$ cat config.mk
export PLATFORM = sky130hd
export DESIGN_NAME = jtag_tap_controller
export DESIGN_NICKNAME = d
export VERILOG_FILES = /design/src/rtl/jtag_tap_controller.sv
export SDC_FILE = /design/constraint.sdc
export NUM_CORES = 1
export LEC_CHECK = 0
export CAP_MARGIN = 20
export CORE_ASPECT_RATIO = 2
export CORE_MARGIN = 2
export CORE_UTILIZATION = 56
export DETAILED_ROUTE_END_ITERATION = 10
export MAX_ROUTING_LAYER = met4
export PLACE_DENSITY = 0.78
export SKIP_CTS_REPAIR_TIMING = 1
export SLEW_MARGIN = 20
export SYNTH_ARGS = -nofsm -noshare
export SYNTH_HDL_FRONTEND = slang
export SYNTH_SLANG_ARGS = --single-unit
$ cat constraint.sdc
create_clock -name clk -period 2 [get_ports clk]
set_input_delay 0.4 -clock clk [delete_from_list [all_inputs] [get_ports clk]]
set_output_delay 0.4 -clock clk [all_outputs]
set_load 0.02 [all_outputs]
$ cat src/rtl/jtag_tap_controller.sv
// -----------------------------------------------------------------------------
// jtag_tap_controller
//
// IEEE 1149.1-style Test Access Port controller. It sits between the JTAG
// driver and the boundary-scan chain wrapper. It does four jobs:
//   - runs the 16-state TAP state machine from tms
//   - keeps the instruction register and its shift stage
//   - keeps the 1-bit bypass register and the 32-bit IDCODE register
//   - decodes the boundary-chain enables and steers tdo
//
// Ports
//   clk         TCK-equivalent; every state change happens on its rising edge
//   reset       asynchronous, active-high; forces Test-Logic-Reset
//   tms         test mode select, sampled on the rising edge of clk
//   tdi         serial test data in
//   tdo         serial test data out (combinational mux)
//   tdo_en      high only in Shift-IR and Shift-DR
//   bsr_tdo     serial output of the last boundary cell in the chain
//   bsr_clk_en  clock enable for the boundary shift flops (capture or shift)
//   bsr_shift   boundary cell shift select (high in Shift-DR)
//   bsr_update  single-cycle strobe for the boundary update flops
//   bsr_mode    boundary cell mode; 1 = cells drive parallel out from update flop
//   ir_out      current (effective) instruction
//   tap_state   current TAP state encoding, for debug and checkers
// -----------------------------------------------------------------------------
module jtag_tap_controller #(
  parameter int unsigned         IR_WIDTH     = 4,
  parameter logic [31:0]         IDCODE_VAL   = 32'h1000_563D,
  parameter logic [IR_WIDTH-1:0] INSTR_EXTEST = IR_WIDTH'(4'b0000),
  parameter logic [IR_WIDTH-1:0] INSTR_SAMPLE = IR_WIDTH'(4'b0001),
  parameter logic [IR_WIDTH-1:0] INSTR_IDCODE = IR_WIDTH'(4'b0010)
) (
  input  logic                clk,
  input  logic                reset,
  input  logic                tms,
  input  logic                tdi,
  output logic                tdo,
  output logic                tdo_en,
  input  logic                bsr_tdo,
  output logic                bsr_clk_en,
  output logic                bsr_shift,
  output logic                bsr_update,
  output logic                bsr_mode,
  output logic [IR_WIDTH-1:0] ir_out,
  output logic [3:0]          tap_state
);

  // The encoding is visible on tap_state, so every value is pinned explicitly.
  typedef enum logic [3:0] {
    TLR    = 4'd0,
    RTI    = 4'd1,
    SEL_DR = 4'd2,
    CAP_DR = 4'd3,
    SH_DR  = 4'd4,
    EX1_DR = 4'd5,
    PA_DR  = 4'd6,
    EX2_DR = 4'd7,
    UPD_DR = 4'd8,
    SEL_IR = 4'd9,
    CAP_IR = 4'd10,
    SH_IR  = 4'd11,
    EX1_IR = 4'd12,
    PA_IR  = 4'd13,
    EX2_IR = 4'd14,
    UPD_IR = 4'd15
  } tapStateT;

  tapStateT            state;
  logic [IR_WIDTH-1:0] irReg;
  logic [IR_WIDTH-1:0] irShift;
  logic                bypassReg;
  logic [31:0]         idcodeShift;

  // Data-register select, decoded from the effective instruction only.
  // Any opcode that is not one of the three known opcodes falls back to bypass.
  logic selBoundary;
  logic selIdcode;

  // ---------------------------------------------------------------------------
  // TAP state machine
  // ---------------------------------------------------------------------------
  always_ff @(posedge clk or posedge reset) begin
    if (reset) begin
      state <= TLR;
    end else begin
      case (state)
        TLR:    state <= tms ? TLR    : RTI;
        RTI:    state <= tms ? SEL_DR : RTI;
        SEL_DR: state <= tms ? SEL_IR : CAP_DR;
        CAP_DR: state <= tms ? EX1_DR : SH_DR;
        SH_DR:  state <= tms ? EX1_DR : SH_DR;
        EX1_DR: state <= tms ? UPD_DR : PA_DR;
        PA_DR:  state <= tms ? EX2_DR : PA_DR;
        EX2_DR: state <= tms ? UPD_DR : SH_DR;
        UPD_DR: state <= tms ? SEL_DR : RTI;
        // Escaping from SEL_IR returns to TLR; the IR itself is left alone here
        // and only gets reloaded once TLR is actually occupied.
        SEL_IR: state <= tms ? TLR    : CAP_IR;
        CAP_IR: state <= tms ? EX1_IR : SH_IR;
        SH_IR:  state <= tms ? EX1_IR : SH_IR;
        EX1_IR: state <= tms ? UPD_IR : PA_IR;
        PA_IR:  state <= tms ? EX2_IR : PA_IR;
        EX2_IR: state <= tms ? UPD_IR : SH_IR;
        UPD_IR: state <= tms ? SEL_DR : RTI;
      endcase
    end
  end

  // ---------------------------------------------------------------------------
  // Instruction register and its shift stage
  // ---------------------------------------------------------------------------
  always_ff @(posedge clk or posedge reset) begin
    if (reset) begin
      irReg   <= INSTR_IDCODE;
      irShift <= '0;
    end else begin
      case (state)
        // Holding TLR keeps the device in IDCODE, so a fresh scan after any
        // reset path always reads the identification code.
        TLR:     irReg   <= INSTR_IDCODE;
        // The fixed 01 in the low bits lets the host confirm IR length and
        // chain integrity on every IR scan.
        CAP_IR:  irShift <= IR_WIDTH'(2'b01);
        SH_IR:   irShift <= {tdi, irShift[IR_WIDTH-1:1]};
        // The new instruction becomes effective the cycle after UPD_IR.
        UPD_IR:  irReg   <= irShift;
        default: ;
      endcase
    end
  end

  // ---------------------------------------------------------------------------
  // Bypass and IDCODE data registers. Both capture and shift on every DR scan.
  // Only the selected register reaches tdo, so loading the other one is harmless.
  // Exit and pause states fall through and hold their contents.
  // ---------------------------------------------------------------------------
  always_ff @(posedge clk or posedge reset) begin
    if (reset) begin
      bypassReg   <= 1'b0;
      idcodeShift <= '0;
    end else if (state == CAP_DR) begin
      bypassReg   <= 1'b0;
      idcodeShift <= IDCODE_VAL;
    end else if (state == SH_DR) begin
      bypassReg   <= tdi;
      idcodeShift <= {tdi, idcodeShift[31:1]};
    end
  end

  // ---------------------------------------------------------------------------
  // Output decode. Every output is a function of registered state and IR only,
  // so each strobe lasts exactly as long as its state, and UPD_DR gives one cycle.
  // ---------------------------------------------------------------------------
  assign selBoundary = (irReg == INSTR_EXTEST) || (irReg == INSTR_SAMPLE);
  assign selIdcode   = !selBoundary && (irReg == INSTR_IDCODE);

  assign bsr_clk_en = ((state == CAP_DR) || (state == SH_DR)) && selBoundary;
  assign bsr_shift  = (state == SH_DR) && selBoundary;
  assign bsr_update = (state == UPD_DR) && selBoundary;
  // Mode follows the effective instruction, so it moves only after UPD_IR or TLR.
  assign bsr_mode   = (irReg == INSTR_EXTEST);

  assign tdo_en    = (state == SH_IR) || (state == SH_DR);
  assign ir_out    = irReg;
  assign tap_state = state;

  always_comb begin
    tdo = 1'b0;
    if (state == SH_IR) begin
      tdo = irShift[0];
    end else if (state == SH_DR) begin
      if (selBoundary) begin
        tdo = bsr_tdo;
      end else if (selIdcode) begin
        tdo = idcodeShift[0];
      end else begin
        tdo = bypassReg;
      end
    end
  end

endmodule

== Word-level counts from Yosys, hierarchy flattened ==
Index checks and enable logic that the tools add are counted.

* Flip-flop bits (word level): 45
* Bits of input ports: 5
* Output and inout bits: 14

* Equality and inequality tests: 17
* Multiplexer cells: 23
* Reduce and logical (&&, ||, !) cells: 16

{| class="wikitable"
|+ Operators by type and width
! operator !! number
|-
| $mux W32 || 2
|-
| $pmux W4 S12 || 1
|-
| $eq A4 B4 Y1 const B || 8
|-
| $eq A4 B3 Y1 const B || 4
|-
| $mux W4 || 4
|-
| $pmux W4 S2 || 2
|-
| $eq A4 B2 Y1 const B || 3
|-
| $mux W1 || 9
|-
| $eq A4 B1 Y1 const B || 2
|-
| $logic_not A4 Y1 || 2
|-
| $mux W2 || 3
|-
| $mux W3 || 2
|-
| $reduce_bool A2 Y1 || 3
|-
| $logic_and A1 B1 Y1 || 4
|-
| $reduce_or A2 Y1 || 2
|-
| $logic_or A1 B1 Y1 || 3
|-
| $reduce_or A3 Y1 || 1
|-
| $logic_not A1 Y1 || 1
|}

== Longest topological paths before layout ==
Gate-level depths: netlist of the first run.

* Depth in word-level cells: 8
* Gate-level depth with buffers: 6
* Mapped depth without buffers: 4

== Worst setup path after synthesis of the first run ==
Ideal clock, no wire load.

* Kind: flip-flop to output port
* Start: reg state[2] (netlist: tap_state[2])
* End: out bsr_update
* Data arrival time: 1.749 ns
* Required time: 1.600 ns
* Setup slack: -0.149 ns
* Cell stages (with the launch flop): 5
* Cell sequence: dfrtp_1 -> buf_2 -> buf_2 -> or2_2 -> nor4_1

* Longest elaborated chain between the ends: 2

{| class="wikitable"
|+ RTL lines
! what !! RTL line !! text
|-
| from (decl) || 68 || <nowiki>tapStateT state;</nowiki>
|-
| from (signal assigned) || 87 || <nowiki>TLR: state <= tms ? TLR : RTI;</nowiki>
|-
| from (signal assigned) || 88 || <nowiki>RTI: state <= tms ? SEL_DR : RTI;</nowiki>
|-
| from (signal assigned) || 89 || <nowiki>SEL_DR: state <= tms ? SEL_IR : CAP_DR;</nowiki>
|-
| $eq A4 B4 Y1 || 159 || <nowiki>assign bsr_update = (state == UPD_DR) && selBoundary;</nowiki>
|-
| $logic_and A1 B1 Y1 || 159 ||
|-
| to (decl) || 42 || <nowiki>output logic bsr_update,</nowiki>
|}

Every way passes these cells.

== Worst setup path after layout of the first run ==
* Start: reg irReg[3] (netlist: ir_out[3])
* End: out tdo

* Longest elaborated chain between the ends: 8

{| class="wikitable"
|+ RTL lines
! what !! RTL line !! text
|-
| from (decl) || 69 || <nowiki>logic [IR_WIDTH-1:0] irReg;</nowiki>
|-
| from (signal assigned) || 126 || <nowiki>UPD_IR: irReg <= irShift;</nowiki>
|-
| $eq A4 B1 Y1 or $logic_not A4 Y1 (tied branches) || 154 || <nowiki>assign selBoundary = (irReg == INSTR_EXTEST) || (irReg == INSTR_SAMPLE);</nowiki>
|-
| $logic_or A1 B1 Y1 || 154 ||
|-
| $logic_not A1 Y1 || 155 || <nowiki>assign selIdcode = !selBoundary && (irReg == INSTR_IDCODE);</nowiki>
|-
| $logic_and A1 B1 Y1 || 155 ||
|-
| $mux W1 || 174 || <nowiki>end else if (selIdcode) begin</nowiki>
|-
| $mux W1 * || 172 || <nowiki>if (selBoundary) begin</nowiki>
|-
| $mux W1 * || 171 || <nowiki>end else if (state == SH_DR) begin</nowiki>
|-
| $mux W1 * || 169 || <nowiki>if (state == SH_IR) begin</nowiki>
|-
| to (decl) || 37 || <nowiki>output logic tdo,</nowiki>
|}

Every way passes the cells marked *; elsewhere a longest branch is shown, timed or not.

==> results of run 1 <==
## layout make-up
| class | instances | area [um^2] |
|---|---|---|
| clock buffer | 5 | 68.82 |
| clock inverter | 3 | 47.55 |
| fill | 252 | 991.0 |
| inverter | 5 | 18.77 |
| multi-input combinational | 134 | 782.0 |
| sequential | 44 | 1105 |
| tap | 32 | 40.04 |
| timing repair buffer | 40 | 325.3 |
## logic make-up (layout without fill, tap and decap cells)
family,count (synthesis),count (layout),synth area share (%)
simple gates,68,68,16.40
compound gates,66,66,21.96
flops,44,44,55.58
buf+inv,21,53,6.057
## state kept, by name (all words and copies together), names as in the netlist
signal and flops:
idcodeShift 31, irShift 4, ir_out 4, tap_state 4, bypassReg 1
## how the worst max path moves through the flow
stage	start	end	slack, ns	depth (start not counted)
final	ir_out[3]	tdo	-0.02	4
after global routing	ir_out[3]	tdo	-0.08	4
after CTS	ir_out[3]	tdo	-0.48	4
after detailed placement	ir_out[3]	tdo	-0.15	4
after global placement	ir_out[3]	tdo	-0.12	4
after floorplan	tap_state[1]	tdo_en	0.02	5
## metrics by stage
step / instances / setup WS [ns] / hold slack [ns] / area [um^2] / TNS (ns)
global placement: 255 / -0.1239 / 0.4706 / 2281 / -0.1311
detailed placement: 255 / -0.1492 / 0.4809 / 2281 / -0.2657
global route: 263 / -0.08219 / 0.4331 / 2387 / -0.08219
finish: 263 / -0.02355 / 0.3964 / 2387 / -0.02355
CTS: 263 / -0.4768 / 0.3985 / 2397 / -2.132
floorplan: 199 / 0.02469 / 0.4604 / 1997 / 0
## critical path: stages, from the launching register on
cell,delay [ns]
dfrtp_1,0.41
or3_1,0.41
o32ai_2,0.24
o32ai_2,0.11
buf_2,0.17
## layer usage
layer  part of all wire, %  GRT usage (%)  vias up
li1                      -              -      760
met1                    38          27.51      779
met5                     0              -        -
met4                   2.2          9.870        0
met2                    56          41.54       42
met3                   3.7          4.742        9
## placed cells by master (no fill, tap or decap), types with 4 or more instances in the layout
cell              n
dfrtp_1          41
nand2_1          35
a21oi_1          23
buf_4            22
a22o_1           11
clkdlybuf4s50_1  11
nor2_1           10
o21ai_0           9
o22a_1            9
inv_1             5
clkbuf_8          5
o22ai_1           4
nor3_1            4
## power by group through the flow
stage / Sequential [W] / Combinational, W / Clock [W]
2_1_floorplan: 0.00148 / 0.00116 / 0
3_3_place_gp: 0.00145 / 0.00165 / 0
3_5_place_dp: 0.00148 / 0.00172 / 0
4_1_cts: 0.00147 / 0.00174 / 0.000695
5_1_grt: 0.00151 / 0.00191 / 0.000725
6_report: 0.00147 / 0.00173 / 0.000672
==> impl_metrics.tcl, run 1 <==
set metrics [dict create \
    synth.avg_cell_area_um2 9.966 \
    reg2reg_depth 6 \
    antenna_found_initial 0 \
    rr_startpoint "tap_state[3]" \
    start_kind "flop" \
    clk_path_buf_depth 2 \
    synthArstFlopShare_pct 100.0 \
    cp.arrival_ns 1.62 \
    via_per_inst 6.046 \
    fmax_mhz 494.2 \
    postLayoutSetupSlackWorst_ns -0.02355 \
    htreeDepth 2 \
    die_x_um 46.08 \
    synth-seq-cells 44 \
    antenna_cells 0 \
    path_clk_slew_ns 0.09 \
    comb_power_share_pct 44.7 \
    synth_area_leaders "dfrtp_1 54%, nand2_1 6.6%, a21oi_1 5.8%, a22o_1 4.9%, o22a_1 4.0%" \
    maxSlewViolCount 0 \
    grt_pass1_wl_mm 7.024 \
    skew_ns 0.009575 \
    gr-total-overflow 0 \
    dieArea_mm2 0.004062 \
    setup_viol_count_final 1 \
    clkLatencyLatePin_ns 0.30 \
    required_ns 1.60 \
    start_util_pct 58.70 \
    synth_cell_types 32 \
    p_int_w 0.002389 \
    synth_common_cells "43 x dfrtp_1, 35 x nand2_1, 23 x a21oi_1" \
    dr_total_vias 1590 \
    num-nets-final 235 \
    wirelength_mm 4.240 \
    violations "setup timing" \
    finalPower_w 0.003882 \
    wl_per_cell_um 16.12 \
    crit_type "reg2out" \
    port_buffers 18 \
    clkPwrFrac_pct 17.3 \
    hpwl_mm 3.014 \
    rr_endpoint "idcodeShift[10]" \
    p_sw_w 0.001492 \
    finalHoldViolCount 0 \
    synth-seq-area-share_pct 55.58 \
    grt_start_max_net_pins 25 \
    numCtsBuffers 5 \
    r2r_slack_ns 0.25 \
    maxCapViolations 0 \
    gp_congestion 0.8496 \
    num_rows 30 \
    maxSlewHeadroom_pct 69.07 \
    power_leakage_nw 1.098 \
    period_needed_ns 2.024 \
    die-height_um 88.16 \
    yosys_warnings 0 \
    drive_gt1_share_pct 19.48 \
    synthFlopType "dfrtp_1" \
    drt_iter0_markers 42 \
    cts_sinks 44 \
    synth.most_common_cell "dfrtp_1" \
    cts.root.buffer_cell "clkbuf_8" \
    outcome "complete, but fails checks" \
    post-route-period-util_pct 101.2 \
    p_per_area_mw_per_mm2 1626 \
    holdCritPathClass "in2async" \
    syn_area_mm2 0.001983 \
    path_max_fanout 4 \
    synth_top_area_share_pct 54.26 \
    post-route-util_pct 70.67 \
    postRouteAntennaNets 0 \
    grt_usage_pct 24.68 \
    swShare_pct 38.45 \
    tightest_slew_ns 0.4634 \
    area_delta_synth_final_pct 20.38 \
    cts_tree "built" \
    syn-num-nets 204 \
    grt_pass1_vias 1569 \
    core_mm2 0.003378 \
    synth_edf_count 0 \
    rsz0062_at_grt "true" \
    firstDrtPassIters 4 \
    ir_drop_uv 1063 \
    ios 19 \
    endpoint_kind "primary output" \
    synth_top_area_cell "dfrtp_1" \
    syn_inst 199 \
    drc_errors 0 \
    power_frac_seq_pct 38.0 \
]
Power figures use the tool's default switching activity.
==> run 2: changes to the inputs <==
--- a/config.mk
+++ b/config.mk
@@ -12,6 +12,7 @@
 export DETAILED_ROUTE_END_ITERATION = 10
 export MAX_ROUTING_LAYER = met4
 export PLACE_DENSITY = 0.78
+export SETUP_SLACK_MARGIN = 0.3
 export SKIP_CTS_REPAIR_TIMING = 1
 export SLEW_MARGIN = 20
 export SYNTH_ARGS = -nofsm -noshare
==> run 2 against run 1 <==
The run still ends with setup timing left. Combinational power increased by 14%. Setup slack lost 0.040 ns. Fmax fell by 1.9%. Utilization up 4.3 points. Via count rose by 2.3%.
==> impl_metrics.tcl, run 2 (synthesized netlist as in run 1, its figures left out) <==
set metrics [dict create \
    gr-total-overflow 0 \
    worstSetupPathDepth 4 \
    grt_start_max_net_pins 26 \
    firstDrtPassIters 4 \
    num_rows 30 \
    stdcell_count 267 \
    cp-endpoint "tdo" \
    rr_endpoint "ir_out[1]" \
    start_kind "flop" \
    grt_pass1_vias 1617 \
    maxSlewHeadroom_pct 67.58 \
    postRouteAntennaNets 0 \
    p_per_area_mw_per_mm2 1590 \
    tns_ns -0.1093 \
    clkLatencyLatePin_ns 0.29 \
    postLayoutSetupSlackWorst_ns -0.06310 \
    dr_total_vias 1626 \
    cts.root.buffer_cell "clkbuf_8" \
    core_mm2 0.003378 \
    rr_startpoint "tap_state[1]" \
    clk_path_buf_depth 2 \
    skew_ns 0.003920 \
    cp_num_buf_inv 1 \
    grt_usage_pct 26.20 \
    maxSlewViolCount 0 \
    place_inst 257 \
    violations "setup timing" \
    place_area_mm2 0.002351 \
    hpwl_mm 3.251 \
    largest_register "idcodeShift" \
    drt_iter0_markers 60 \
    path_max_fanout 2 \
    grt_pass1_wl_mm 7.465 \
    antenna_found_initial 0 \
    crit_chain "or3_4, o32ai_4, o32ai_4, buf_6" \
    cts_sinks 44 \
    r2r_slack_ns 0.40 \
    setup_viol_count_final 4 \
    start_util_pct 58.70 \
    post-route-period-util_pct 103.2 \
    power_leakage_nw 1.214 \
    crit_path_start "ir_out[3]" \
    cp.arrival_ns 1.66 \
    via_per_inst 6.090 \
    layout_commonest_cell "dfrtp_1" \
    cts_tree "built" \
    cpPeakStageDelay_ns 0.40 \
    finalPower_w 0.004027 \
    die_x_um 46.08 \
    rsz0062_at_grt "true" \
    reg2reg_depth 6 \
    path_clk_slew_ns 0.08 \
    fmax_mhz 484.7 \
    drc_errors 0 \
    htreeDepth 2 \
    crit_top_cell "o32ai_4" \
    port_buffers 18 \
    dieArea_mm2 0.004062 \
    endpoint_kind "primary output" \
    wl_per_cell_um 17.02 \
    area_delta_synth_final_pct 27.70 \
    finalHoldViolCount 0 \
    wirelength_mm 4.544 \
    antenna_cells 0 \
    mostFrequentLayoutCells "39 x dfrtp_1, 34 x nand2_1, 24 x buf_4, 23 x a21oi_1, 11 x a22o_1" \
    outcome "complete, but fails checks" \
    ir_drop_uv 880.5 \
    period_needed_ns 2.063 \
    gp_congestion 0.9183 \
    largest_register_ffs 31 \
    stdcell_area_mm2 0.002532 \
    cp_slowest_cell "dfrtp_1" \
    crit_type "reg2out" \
    holdCritPathClass "in2async" \
    die-height_um 88.16 \
    path_delay_family "compound AO/OA/AOI/OAI gates" \
    nFillCells 248 \
    tightest_slew_ns 0.4858 \
    drive_gt1_share_pct 25.96 \
    ios 19 \
    maxCapViolations 0 \
    num-nets-final 239 \
    numCtsBuffers 5 \
    required_ns 1.60 \
    dp_worst_setup_slack_ns -0.1736 \
]
-- run 2: changes by cell type in the layout (fill, tap and decap cells not counted), moves of 3 or more --
cell             change
buf_6                +8
dlymetal6s2s_1       +6
clkbuf_2             -3
clkdlybuf4s50_1      -7
-- run 2: metrics by stage --
stage,hold WS (ns),util [%]
after CTS,0.2735,72.33
after detailed placement,0.4781,69.59
after floorplan,0.4604,-
after global placement,0.4712,69.59
final,0.2816,74.96
after global routing,0.2876,74.96
-- run 2: worst reg2reg max path: cells and delay by family, from the launching register on --
kind | cells | cell delay [ns]
flops | 1 | 0.47
simple gates | 1 | 0.44
compound gates | 3 | 0.34
buf+inv | 2 | 0.27
-- run 2: power by group --
part           switching, W  internal [W]  total (W)
registers          0.000269       0.00123    0.00150
clock network      0.000285      0.000276   0.000560
logic               0.00104      0.000923    0.00197
-- run 2: per-layer routing --
metal	part of all wire (%)	track usage (%)	up-vias
met5	0	-	-
met4	1.4	10.91	0
met2	58	44.07	42
met3	3.0	3.918	4
li1	-	-	771
met1	37	29.75	809
-- run 2: layout make-up --
cell class	count	area [um^2]	area share [%]
Clock inverter	2	10.01	0.3953
Sequential cell	44	1107	43.73
Inverter	5	18.77	0.7411
Tap cell	32	40.04	1.581
Timing Repair Buffer	44	410.4	16.21
Multi-Input combinational cell	134	863.3	34.09
Clock buffer	6	82.58	3.261
-- run 2: how the worst min path moves through the flow --
stage	startpoint	endpoint
after floorplan	idcodeShift[12]	idcodeShift[12]
after global placement	idcodeShift[4]	idcodeShift[4]
after detailed placement	idcodeShift[9]	idcodeShift[9]
after CTS	reset	irShift[1]
after global routing	reset	irShift[0]
final	reset	irShift[0]
==> run 3: changes to the inputs <==
--- a/config.mk
+++ b/config.mk
@@ -7,7 +7,7 @@
 export LEC_CHECK = 0
 export CAP_MARGIN = 20
 export CORE_ASPECT_RATIO = 2
-export CORE_MARGIN = 2
+export CORE_MARGIN = 3
 export CORE_UTILIZATION = 56
 export DETAILED_ROUTE_END_ITERATION = 10
 export MAX_ROUTING_LAYER = met4
==> run 3 against run 2 <==
The flow still finishes with violations (setup timing). Sequential cell count unchanged. Global-route usage shrank 2.8 points. First-iteration DRC count fell by 43%. Clock skew is 0.0058 ns higher. Worst hold slack improved by 0.21 ns. Critical path type unchanged. Largest power group unchanged.
==> impl_metrics.tcl, run 3 (synthesized netlist as in run 1, its figures left out) <==
set metrics [dict create \
    outcome "complete, but fails checks" \
    violations "setup timing" \
    wirelength_mm 4.270 \
    grt_start_max_net_pins 45 \
    rsz0062_at_grt "true" \
    drt_iter0_markers 34 \
    path_clk_slew_ns 0.08 \
    via_per_inst 5.677 \
    die-height_um 90.16 \
    postRouteAntennaNets 0 \
    antenna_found_initial 0 \
    place_area_mm2 0.002371 \
    cp.arrival_ns 1.66 \
    place_inst 273 \
    required_ns 1.60 \
    start_util_pct 58.06 \
    stdcell_area_mm2 0.002556 \
    skew_ns 0.009707 \
    cts_sinks 44 \
    die_x_um 48.08 \
    path_max_fanout 4 \
    gr-total-overflow 0 \
    power_leakage_nw 1.214 \
    cts_tree "built" \
    core_mm2 0.003416 \
    ir_drop_uv 1111 \
    layout_commonest_cell "dfrtp_1" \
    port_buffers 18 \
    crit_type "reg2out" \
    clk_path_buf_depth 2 \
    holdCritPathClass "reg2reg" \
    maxSlewHeadroom_pct 64.20 \
    htreeDepth 2 \
    antenna_cells 0 \
    mostFrequentLayoutCells "39 x dfrtp_1, 34 x nand2_1, 24 x buf_4, 23 x a21oi_1, 11 x a22o_1" \
    fmax_mhz 486.2 \
    num_rows 30 \
    cts.root.buffer_cell "clkbuf_8" \
    clkLatencyLatePin_ns 0.29 \
    post-route-period-util_pct 102.8 \
    tightest_slew_ns 0.5370 \
    maxCapViolations 0 \
    setup_viol_count_final 1 \
    num-nets-final 238 \
    area_delta_synth_final_pct 28.90 \
    dr_total_vias 1601 \
    endpoint_kind "primary output" \
    postLayoutSetupSlackWorst_ns -0.05669 \
    tns_ns -0.05669 \
    numCtsBuffers 5 \
    gp_congestion 0.8895 \
    post-route-util_pct 74.84 \
    drive_gt1_share_pct 24.79 \
    drc_errors 0 \
    largest_register_ffs 31 \
    dieArea_mm2 0.004335 \
    grt_usage_pct 23.36 \
    grt_pass1_wl_mm 7.079 \
    grt_pass1_vias 1616 \
    p_per_area_mw_per_mm2 1593 \
    wl_per_cell_um 15.14 \
    firstDrtPassIters 4 \
    finalHoldViolCount 0 \
    largest_register "idcodeShift" \
    maxSlewViolCount 0 \
    stdcell_count 282 \
    ios 19 \
    period_needed_ns 2.057 \
    hpwl_mm 3.042 \
    start_kind "flop" \
]
-- run 3: stage by stage --
step / hold slack [ns] / power (W) / setup slack [ns]
floorplan: 0.4604 / 0.002745 / 0.2149
finish: 0.4883 / 0.004073 / -0.05669
detailed placement: 0.4777 / 0.003320 / -0.1882
CTS: 0.4941 / 0.003989 / -0.5276
global route: 0.5213 / 0.004368 / -0.1234
global placement: 0.4710 / 0.003223 / -0.1682
-- run 3: final timing paths --
| kind | cells after the start | startpoint | end | slack, ns |
|---|---|---|---|---|
| setup / recovery | 4 | ir_out[3] | tdo | -0.06 |
| hold / removal | 1 | idcodeShift[14] | idcodeShift[14] | 0.49 |
| setup reg to reg | 4 | tap_state[0] | idcodeShift[17] | 0.41 |
| hold reg to reg | 1 | idcodeShift[14] | idcodeShift[14] | 0.49 |
| max in group asynchronous | 3 | reset | tap_state[2] | 1.06 |
| min in group asynchronous | 3 | reset | irShift[0] | 0.54 |
-- run 3: layout make-up --
class / count / area (um^2)
Sequential cell: 44 / 1107
Inverter: 5 / 18.77
Clock buffer: 6 / 72.57
Timing Repair Buffer: 43 / 399.1
Tap cell: 48 / 60.06
Multi-Input combinational cell: 134 / 863.3
Clock inverter: 2 / 35.03
Fill cell: 221 / 859.6
-- run 3: report_power, final --
group	switching [W]	leakage, nW	internal, W	total [W]
registers	0.000263	0.551	0.00123	0.00149
logic	0.00100	0.608	0.000920	0.00192
clock network	0.000286	0.0552	0.000371	0.000656
-- run 3: critical path: stages (launching register included) --
cell	delay [ns]
dfrtp_1	0.42
or3_4	0.40
o32ai_4	0.29
o32ai_4	0.12
buf_6	0.14
-- run 3: routing by layer --
metal  wire, um  up-vias  part of all wire (%)  track usage, %
met5          0        -                     0               -
met4        116        0                   2.7           12.81
met3        114        8                   2.7           4.609
met2       2406       33                    56           37.39
met1       1633      791                    38           25.24
li1           -      769                     -               -
